--- config.mk ---
export PLATFORM = sky130hd
export DESIGN_NAME = axi_lite_regfile
export DESIGN_NICKNAME = d
export VERILOG_FILES = /design/src/rtl/axi_lite_regfile.sv
export SDC_FILE = /design/constraint.sdc
export NUM_CORES = 1
export LEC_CHECK = 0
export CAP_MARGIN = 20
export CORE_MARGIN = 1.5
export CORE_UTILIZATION = 24
export DETAILED_ROUTE_END_ITERATION = 12
export PLACE_DENSITY_LB_ADDON = 0.3
export SLEW_MARGIN = 20
export SYNTH_ARGS = -nofsm -noshare
export SYNTH_HDL_FRONTEND = slang
export SYNTH_SLANG_ARGS = --single-unit
--- constraint.sdc ---
create_clock -name ACLK -period 2.4 [get_ports ACLK]
set_input_delay 0.48 -clock ACLK [delete_from_list [all_inputs] [get_ports ACLK]]
set_output_delay 0.48 -clock ACLK [all_outputs]
set_load 0.02 [all_outputs]
--- src/rtl/axi_lite_regfile.sv ---
// AXI-Lite slave register bank: register 0 is a read-only ID, the others are byte-strobed R/W.
// Write and read channels run independently; every output is registered.
module axi_lite_regfile #(
  parameter int unsigned           DATA_WIDTH = 32,
  parameter int unsigned           ADDR_WIDTH = 32,
  parameter int unsigned           NUM_REGS   = 8,
  parameter logic [DATA_WIDTH-1:0] ID_VALUE   = 32'h0001_0000
) (
  input  logic                           ACLK,
  input  logic                           ARESETn,
  input  logic [ADDR_WIDTH-1:0]          AWADDR,
  input  logic                           AWVALID,
  input  logic [2:0]                     AWPROT,
  output logic                           AWREADY,
  input  logic [DATA_WIDTH-1:0]          WDATA,
  input  logic [$clog2(DATA_WIDTH)-1:0]  WSTRB,
  input  logic                           WVALID,
  output logic                           WREADY,
  output logic                           BRESP,
  output logic                           BVALID,
  input  logic                           BREADY,
  input  logic [ADDR_WIDTH-1:0]          ARADDR,
  input  logic                           ARVALID,
  output logic                           ARREADY,
  output logic [DATA_WIDTH-1:0]          RDATA,
  output logic                           RRESP,
  output logic                           RVALID,
  input  logic                           RREADY,
  output logic [NUM_REGS*DATA_WIDTH-1:0] regs_o,
  output logic [NUM_REGS-1:0]            wr_stb_o
);

  localparam int NumRegs   = int'(NUM_REGS);
  localparam int IdxW      = $clog2(NUM_REGS);
  localparam int Lanes     = int'(DATA_WIDTH / 8);
  localparam int StrbW     = $clog2(DATA_WIDTH);
  localparam int UsedLanes = (Lanes < StrbW) ? Lanes : StrbW;

  function automatic logic addr_in_range(input logic [ADDR_WIDTH-1:0] a);
    return (a >> (IdxW + 2)) == '0;
  endfunction

  logic                  aw_held_q, aw_held_d;
  logic [ADDR_WIDTH-1:0] aw_addr_q, aw_addr_d;
  logic                  w_held_q, w_held_d;
  logic [DATA_WIDTH-1:0] w_data_q, w_data_d;
  logic [StrbW-1:0]      w_strb_q, w_strb_d;
  logic                  awready_q, awready_d;
  logic                  wready_q, wready_d;
  logic                  bvalid_q, bvalid_d;
  logic                  bresp_q, bresp_d;
  logic                  arready_q, arready_d;
  logic                  rvalid_q, rvalid_d;
  logic                  rresp_q, rresp_d;
  logic [DATA_WIDTH-1:0] rdata_q, rdata_d;
  logic [NUM_REGS-1:0]   wr_stb_q, wr_stb_d;
  logic [DATA_WIDTH-1:0] regs_q [NUM_REGS];
  logic [DATA_WIDTH-1:0] regs_d [NUM_REGS];

  logic                  aw_hs, w_hs, ar_hs, b_hs, r_hs;
  logic                  commit, wr_ok, rd_ok;
  logic [ADDR_WIDTH-1:0] wr_addr;
  logic [DATA_WIDTH-1:0] wr_data;
  logic [StrbW-1:0]      wr_strb;
  logic [IdxW-1:0]       wr_idx, rd_idx;

  // A channel handshaking this edge counts as held, so AW+W together commit at once.
  always_comb begin
    aw_hs   = AWVALID & awready_q;
    w_hs    = WVALID & wready_q;
    ar_hs   = ARVALID & arready_q;
    b_hs    = bvalid_q & BREADY;
    r_hs    = rvalid_q & RREADY;
    wr_addr = aw_held_q ? aw_addr_q : AWADDR;
    wr_data = w_held_q ? w_data_q : WDATA;
    wr_strb = w_held_q ? w_strb_q : WSTRB;
    commit  = (aw_held_q | aw_hs) & (w_held_q | w_hs) & ~bvalid_q;
    wr_idx  = wr_addr[IdxW+1:2];
    wr_ok   = addr_in_range(wr_addr) && (wr_idx != '0);
    rd_idx  = ARADDR[IdxW+1:2];
    rd_ok   = addr_in_range(ARADDR);
  end

  always_comb begin
    aw_held_d = aw_held_q;
    aw_addr_d = aw_addr_q;
    w_held_d  = w_held_q;
    w_data_d  = w_data_q;
    w_strb_d  = w_strb_q;
    bvalid_d  = bvalid_q;
    bresp_d   = bresp_q;
    wr_stb_d  = '0;
    regs_d    = regs_q;
    regs_d[0] = ID_VALUE;

    if (aw_hs) begin
      aw_held_d = 1'b1;
      aw_addr_d = AWADDR;
    end
    if (w_hs) begin
      w_held_d = 1'b1;
      w_data_d = WDATA;
      w_strb_d = WSTRB;
    end

    if (commit) begin
      aw_held_d = 1'b0;
      w_held_d  = 1'b0;
      bvalid_d  = 1'b1;
      bresp_d   = ~wr_ok;
      if (wr_ok) begin
        wr_stb_d[wr_idx] = 1'b1;
        for (int b = 0; b < UsedLanes; b++) begin
          if (wr_strb[b]) regs_d[wr_idx][8*b +: 8] = wr_data[8*b +: 8];
        end
      end
    end else if (b_hs) begin
      bvalid_d = 1'b0;
    end

    // Readies stay low while a channel is latched or a response is outstanding.
    awready_d = ~aw_held_d & ~bvalid_d;
    wready_d  = ~w_held_d & ~bvalid_d;
  end

  // Reads sample regs_q, so a same-edge write to the same register is not visible yet.
  always_comb begin
    rvalid_d = rvalid_q;
    rdata_d  = rdata_q;
    rresp_d  = rresp_q;
    if (ar_hs) begin
      rvalid_d = 1'b1;
      rdata_d  = rd_ok ? regs_q[rd_idx] : '0;
      rresp_d  = ~rd_ok;
    end else if (r_hs) begin
      rvalid_d = 1'b0;
    end
    arready_d = ~rvalid_d;
  end

  always_ff @(posedge ACLK or negedge ARESETn) begin
    if (!ARESETn) begin
      aw_held_q <= 1'b0;
      aw_addr_q <= '0;
      w_held_q  <= 1'b0;
      w_data_q  <= '0;
      w_strb_q  <= '0;
      awready_q <= 1'b0;
      wready_q  <= 1'b0;
      bvalid_q  <= 1'b0;
      bresp_q   <= 1'b0;
      arready_q <= 1'b0;
      rvalid_q  <= 1'b0;
      rresp_q   <= 1'b0;
      rdata_q   <= '0;
      wr_stb_q  <= '0;
      regs_q[0] <= ID_VALUE;
      for (int i = 1; i < NumRegs; i++) regs_q[i] <= '0;
    end else begin
      aw_held_q <= aw_held_d;
      aw_addr_q <= aw_addr_d;
      w_held_q  <= w_held_d;
      w_data_q  <= w_data_d;
      w_strb_q  <= w_strb_d;
      awready_q <= awready_d;
      wready_q  <= wready_d;
      bvalid_q  <= bvalid_d;
      bresp_q   <= bresp_d;
      arready_q <= arready_d;
      rvalid_q  <= rvalid_d;
      rresp_q   <= rresp_d;
      rdata_q   <= rdata_d;
      wr_stb_q  <= wr_stb_d;
      regs_q    <= regs_d;
    end
  end

  always_comb begin
    regs_o = '0;
    for (int i = 0; i < NumRegs; i++) regs_o[i*DATA_WIDTH +: DATA_WIDTH] = regs_q[i];
  end

  assign AWREADY  = awready_q;
  assign WREADY   = wready_q;
  assign BVALID   = bvalid_q;
  assign BRESP    = bresp_q;
  assign ARREADY  = arready_q;
  assign RVALID   = rvalid_q;
  assign RRESP    = rresp_q;
  assign RDATA    = rdata_q;
  assign wr_stb_o = wr_stb_q;

  logic unused_bits;
  assign unused_bits = ^{AWPROT, wr_addr[1:0], ARADDR[1:0], wr_strb};

endmodule

==> results of run 1 <==
[routing by layer]
| layer | up-vias | part of all wire | global-route usage |
|---|---|---|---|
| li1 | 4928 | - | - |
| met1 | 5762 | 0.42 | 0.1983 |
| met2 | 306 | 0.50 | 0.2757 |
| met3 | 74 | 0.066 | 0.04516 |
| met4 | 6 | 0.020 | 0.03843 |
| met5 | - | 0.00080 | 0 |
[stage by stage]
step	hold WS [ns]	power (mW)	setup TNS [ns]
3_5_place_dp	0.4394	10.68	-156.97
5_1_grt	0.2538	18.00	-0.04011
4_1_cts	0.4420	17.38	0
3_3_place_gp	0.4376	10.57	-175.01
2_1_floorplan	0.1844	9.192	0
6_report	0.2797	17.10	0
[placed cells by master (no fill, tap or decap), types with 3 or more instances in the layout]
cell	count
clkbuf_8	11
nor2b_1	15
nand2_1	39
o21ai_1	3
conb_1	33
clkbuf_1	11
clkinv_2	5
clkinvlp_4	5
clkbuf_16	46
nand2_2	3
nand3_1	4
clkdlybuf4s50_1	399
nand4_1	4
mux2_2	317
nor2_1	7
a21oi_1	5
o21ai_0	33
dfrtp_1	368
nor4_2	4
mux2_1	7
buf_12	41
buf_4	60
mux2i_1	32
inv_1	3
nand4_2	19
nand4_4	9
nor3_1	5
mux4_2	64
nor4_1	10
[critical path, delay by kind of cell]
kind            cells  cell delay, ns
mux                 1            0.27
compound gates      1            0.26
simple gates        3            0.75
buf+inv             4            0.99
[how the worst min path moves through the flow]
| stage | end | slack [ns] |
|---|---|---|
| 2_1_floorplan | ARREADY$_DFF_PN0_ | 0.18 |
| 3_3_place_gp | async pin | 0.44 |
| 4_1_cts | RDATA[27]$_DFFE_PN0P_ | 0.44 |
| 5_1_grt | aw_addr_q[18]$_DFFE_PN0P_ | 0.25 |
| 3_5_place_dp | async pin | 0.44 |
| 6_report | aw_addr_q[18]$_DFFE_PN0P_ | 0.28 |
[power groups by stage]
| stage | registers [mW] | clock network (mW) | logic [mW] |
|---|---|---|---|
| after detailed placement | 7.38 | 0 | 3.30 |
| after global placement | 7.33 | 0 | 3.24 |
| final | 7.32 | 6.53 | 3.26 |
| after floorplan | 7.32 | 0 | 1.87 |
| after global routing | 7.41 | 7.02 | 3.57 |
| after CTS | 7.30 | 6.75 | 3.33 |
[logic make-up after synthesis]
family,synth area share
multiplexers,0.3353
buffers and inverters,0.01460
AND/OR/NAND/NOR,0.06086
flip-flops,0.5731
AO/OA/AOI/OAI,0.01560
other,0.0004636
[repair_timing]
item                                   CTS  global route
setup endpoints to repair              224           216
endpoints found under the hold margin   39             0
pin swaps                                7             5
gates cloned                             1             1
hold buffers                             1             0
gates resized for setup                  8            10
buffers inserted                         5             1
[cell type report]
class,count,share of cell area
Sequential cell,371,0.3856
Tap cell,873,0.04535
Timing Repair Buffer,508,0.2235
Inverter,3,0.0004675
Antenna cell,1,0.0001039
Multi-Input combinational cell,637,0.2863
Clock buffer,67,0.05475
Clock inverter,11,0.003844
==> metrics.cfg, run 1 <==
[floorplan]
core-area_mm2=0.06704
die_y_um=262.8
dieArea_mm2=0.06907
chipWidth_um=262.8
initial_utilization=0.2417
io_pins=414
rows=95

[placement]
gp_congestion=0.7606
place_ws_ns=-0.7520
port_buffers=405
placed_area_mm2=0.02242
place_hpwl_um=40120
dp.cells=2383

[layout]
final_area_mm2=0.02409
multiInputGateArea_mm2=0.006897
utilization=0.3593
synthToLayoutAreaGrowth_pct=48.67
nets=1676
register_area_mm2=0.009288
final_cell_count_no_fill=2471
nFillCells=6405
drive_gt1_frac=0.3776

[worst_setup_path]
startpoint=AWADDR[13]
slowest_delay_ns=0.43
crit_path_end_kind=flip-flop
cp_slowest_cell=nor4_1
reg2reg_depth=8
r2r_setup_slack_ns=0.09
worstSetupPathType=in2reg
reg2reg_from=aw_held_q$_DFF_PN0_
start_kind=input pin
required_ns=2.84
critPathArrivalTime_ns=2.76
crit_top_cell=buf_12
worstPathMaxFanout=8
cp_cell_sequence=clkdlybuf4s50_1 > nor4_1 > nand3b_1 > a221oi_4 > buf_6 > buf_12 > nand4_2 > buf_12 > mux2_2

[worst_hold_path]
hold_path_depth=2
min_path_type=in2reg
min-delay-start=AWADDR[18]

[synthesis]
synth_common_cells=dfrtp_1 (370), mux2_2 (319), mux4_2 (64)
synth_seq_area_share=0.5731
synth_most_common_cell=dfrtp_1
yosysTopAreaCell=dfrtp_1
syn_area_mm2=0.01620
synth.avg_cell_area_um2=15.76
synth.distinct_cells=39
synthFlopType=dfrtp_1
synth_cells=1028
yosys.area.top_type_share=0.5715
yosys_register_bits=371
synth-edff-count=0
synth_warnings=0
synth_area_leaders=dfrtp_1 (57%), mux2_2 (22%), mux4_2 (8.9%)
synth-async-reset-ratio=1.000

[timing]
fin_skew_ns=0.01160
hold_viol=0
final.min_clock_period_ns=2.324
fin_ws_ns=0.07608
post-route-period-util=0.9683
maxSlewViolCount=0
tightest_slew_ns=0.6292
finalSetupViolations=0
rsz0062_at_grt=true
slew_headroom=0.5805
fmax_ghz=0.4303

[route]
wl_per_cell_um=22.68
wirelength_um=56030
viasPerCell=4.482
first_pass_iters=4
drcViolationCount=0
vias=11076
postRouteAntennaNets=0
drt-initial-drc-count=459

[clock_network]
cts_num_sinks=371
clkLatencyLatePin_ns=0.56
cts_buffer_depth=3
htreeDepth=2
numCtsBuffers=44
clk_pin_slew_ns=0.06
cts_tree=done
cts_root_buf=clkbuf_16

[power_and_ir_drop]
p_int_mw=12.35
switching_share=0.2779
pwr-share-seq=0.428
peakVddDrop_mv=0.5104
power_leakage_nw=10.76
combPwrFrac=0.190
p_switching_mw=4.753
clkPwrFrac=0.382
power_density_mw_per_mm2=710.1

[global_routing]
grt_max_degree=54
grt_pass1_wl_um=82640
grt_usage=0.1604
antenna_found_initial=6
overflow=0
grt_pass1_vias=11928

[run]
maxCapViolations=0

[run_status]
status=completed

(Power assumes the default switching activity.)
==> run 2, diff against run 1 <==
--- a/config.mk
+++ b/config.mk
@@ -6,10 +6,14 @@
 export NUM_CORES = 1
 export LEC_CHECK = 0
 export CAP_MARGIN = 20
+export CELL_PAD_IN_SITES_DETAIL_PLACEMENT = 1
+export CELL_PAD_IN_SITES_GLOBAL_PLACEMENT = 1
 export CORE_MARGIN = 1.5
 export CORE_UTILIZATION = 24
+export CTS_CLUSTER_DIAMETER = 40
 export DETAILED_ROUTE_END_ITERATION = 12
 export PLACE_DENSITY_LB_ADDON = 0.3
+export SKIP_CTS_REPAIR_TIMING = 1
 export SLEW_MARGIN = 20
 export SYNTH_ARGS = -nofsm -noshare
 export SYNTH_HDL_FRONTEND = slang
==> metrics.cfg, run 2 (same netlist as run 1, synthesis figures left out) <==
[clock_network]
cts_num_sinks=371
clkLatencyLatePin_ns=0.60
cts_root_buf=clkbuf_16
numCtsBuffers=76
clk_pin_slew_ns=0.04
htreeDepth=3
cts_tree=done
cts_buffer_depth=3

[worst_setup_path]
r2r_setup_slack_ns=0.07
worstSetupPathType=in2reg
required_ns=2.87
reg2reg_depth=7
crit_path_end_kind=flip-flop
critPathArrivalTime_ns=2.80
start_kind=input pin
worstPathMaxFanout=8

[timing]
timing.hold.ws_ns=0.4462
fin_skew_ns=0.02201
hold_viol=0
rsz0062_at_grt=true
finalSetupViolations=0
final.min_clock_period_ns=2.332
slew_headroom=0.5532
tightest_slew_ns=0.6689
maxSlewViolCount=0
fmax_ghz=0.4288
post-route-period-util=0.9716

[run]
maxCapViolations=0

[floorplan]
io_pins=414
die_y_um=262.8
rows=95
initial_utilization=0.2417
core-area_mm2=0.06704
chipWidth_um=262.8
dieArea_mm2=0.06907

[route]
postRouteAntennaNets=0
drt-initial-drc-count=436
drcViolationCount=0
first_pass_iters=4
viasPerCell=4.480
wirelength_um=57230
vias=11313
wl_per_cell_um=22.67

[global_routing]
use_met2=0.2830
top_usage_layer=met2
grt_util_met1=0.2036
grt_pass1_vias=12770
grt_pass1_wl_um=86180
grt_max_degree=59
use_met3=0.04132
antenna_found_initial=4
overflow=0
grt_usage=0.1662

[power_and_ir_drop]
peakVddDrop_mv=0.5261
power_density_mw_per_mm2=845.5
finalPower_mw=21.36
power_leakage_nw=11.32

[placement]
port_buffers=405
gp_congestion=0.7598
dp.cells=2379
place_hpwl_um=40410

[layout]
final_common_cell=clkdlybuf4s50_1
mostFrequentLayoutCells=clkdlybuf4s50_1 (401), dfrtp_1 (368), mux2_2 (318), clkbuf_16 (79), mux4_2 (64)
final_cell_count_no_fill=2525
synthToLayoutAreaGrowth_pct=55.90
nets=1703
drive_gt1_frac=0.3985

[run_status]
status=completed

[worst_hold_path]
min_path_type=in2async

## run 2: cell types whose count changed in the layout (fill, tap and decap cells not counted), moves of 4 or more
cell,previous run,this run
clkinv_4,0,10
bufinv_16,1,7
clkbuf_16,46,79
buf_4,60,56
inv_6,0,7
## run 2: area by class of cell
class | count | area [µm²]
fillers | 6901 | 41780
flip-flops and latches | 371 | 9288
multi-input cells | 637 | 6918
repair buffers | 503 | 5325
clock buffers | 97 | 2082
well taps | 873 | 1092
clock inverters | 40 | 538.0
inverters | 3 | 11.26
diodes | 1 | 2.502
## run 2: stage by stage
step,utilization,TNS [ns],cell area [µm²],setup slack [ns]
finish,0.3767,0,25260,0.06805
global route,0.3767,-0.1051,25260,-0.02432
CTS,0.3732,-33.20,25020,-0.2359
detailed placement,0.3341,-162.70,22400,-0.7682
global placement,0.3341,-177.41,22400,-0.8455
floorplan,-,0,16320,0.2505
## run 2: worst max-delay path: stages
cell and delay [ns]:
clkdlybuf4s50_1 0.44, nor4_2 0.33, buf_4 0.17, nand3b_1 0.13
a221oi_4 0.30, buf_12 0.18, buf_16 0.16, nand4_4 0.22
mux2_4 0.37
## run 2: layer usage
layer | part of all wire | up-vias
met2 | 0.50 | 285
li1 | - | 5005
met4 | 0.030 | 6
met1 | 0.42 | 5915
met3 | 0.050 | 102
met5 | 0.00065 | -
## run 2: report_power, final
| part | switching (mW) | leakage [nW] | internal [mW] | total, mW |
|---|---|---|---|---|
| Clock | 3.68 | 1.26 | 6.98 | 10.7 |
| Sequential | 0.433 | 4.93 | 6.92 | 7.36 |
| Combinational | 1.72 | 5.12 | 1.62 | 3.34 |
| Total | 5.83 | 11.3 | 15.5 | 21.4 |
## run 2: final timing paths
| kind | startpoint | to |
|---|---|---|
| worst max-delay path | AWADDR[17] | flip-flop |
| worst min-delay path | ARESETn | RDATA[24]$_DFFE_PN0P_ |
| worst max register to register | aw_held_q$_DFF_PN0_ | flip-flop |
| worst min register to register | RDATA[3]$_DFFE_PN0P_ | RDATA[3]$_DFFE_PN0P_ |
| max in group asynchronous | ARESETn | regs_o[16]$_DFF_PN1_ |
| min in group ACLK | RDATA[3]$_DFFE_PN0P_ | RDATA[3]$_DFFE_PN0P_ |
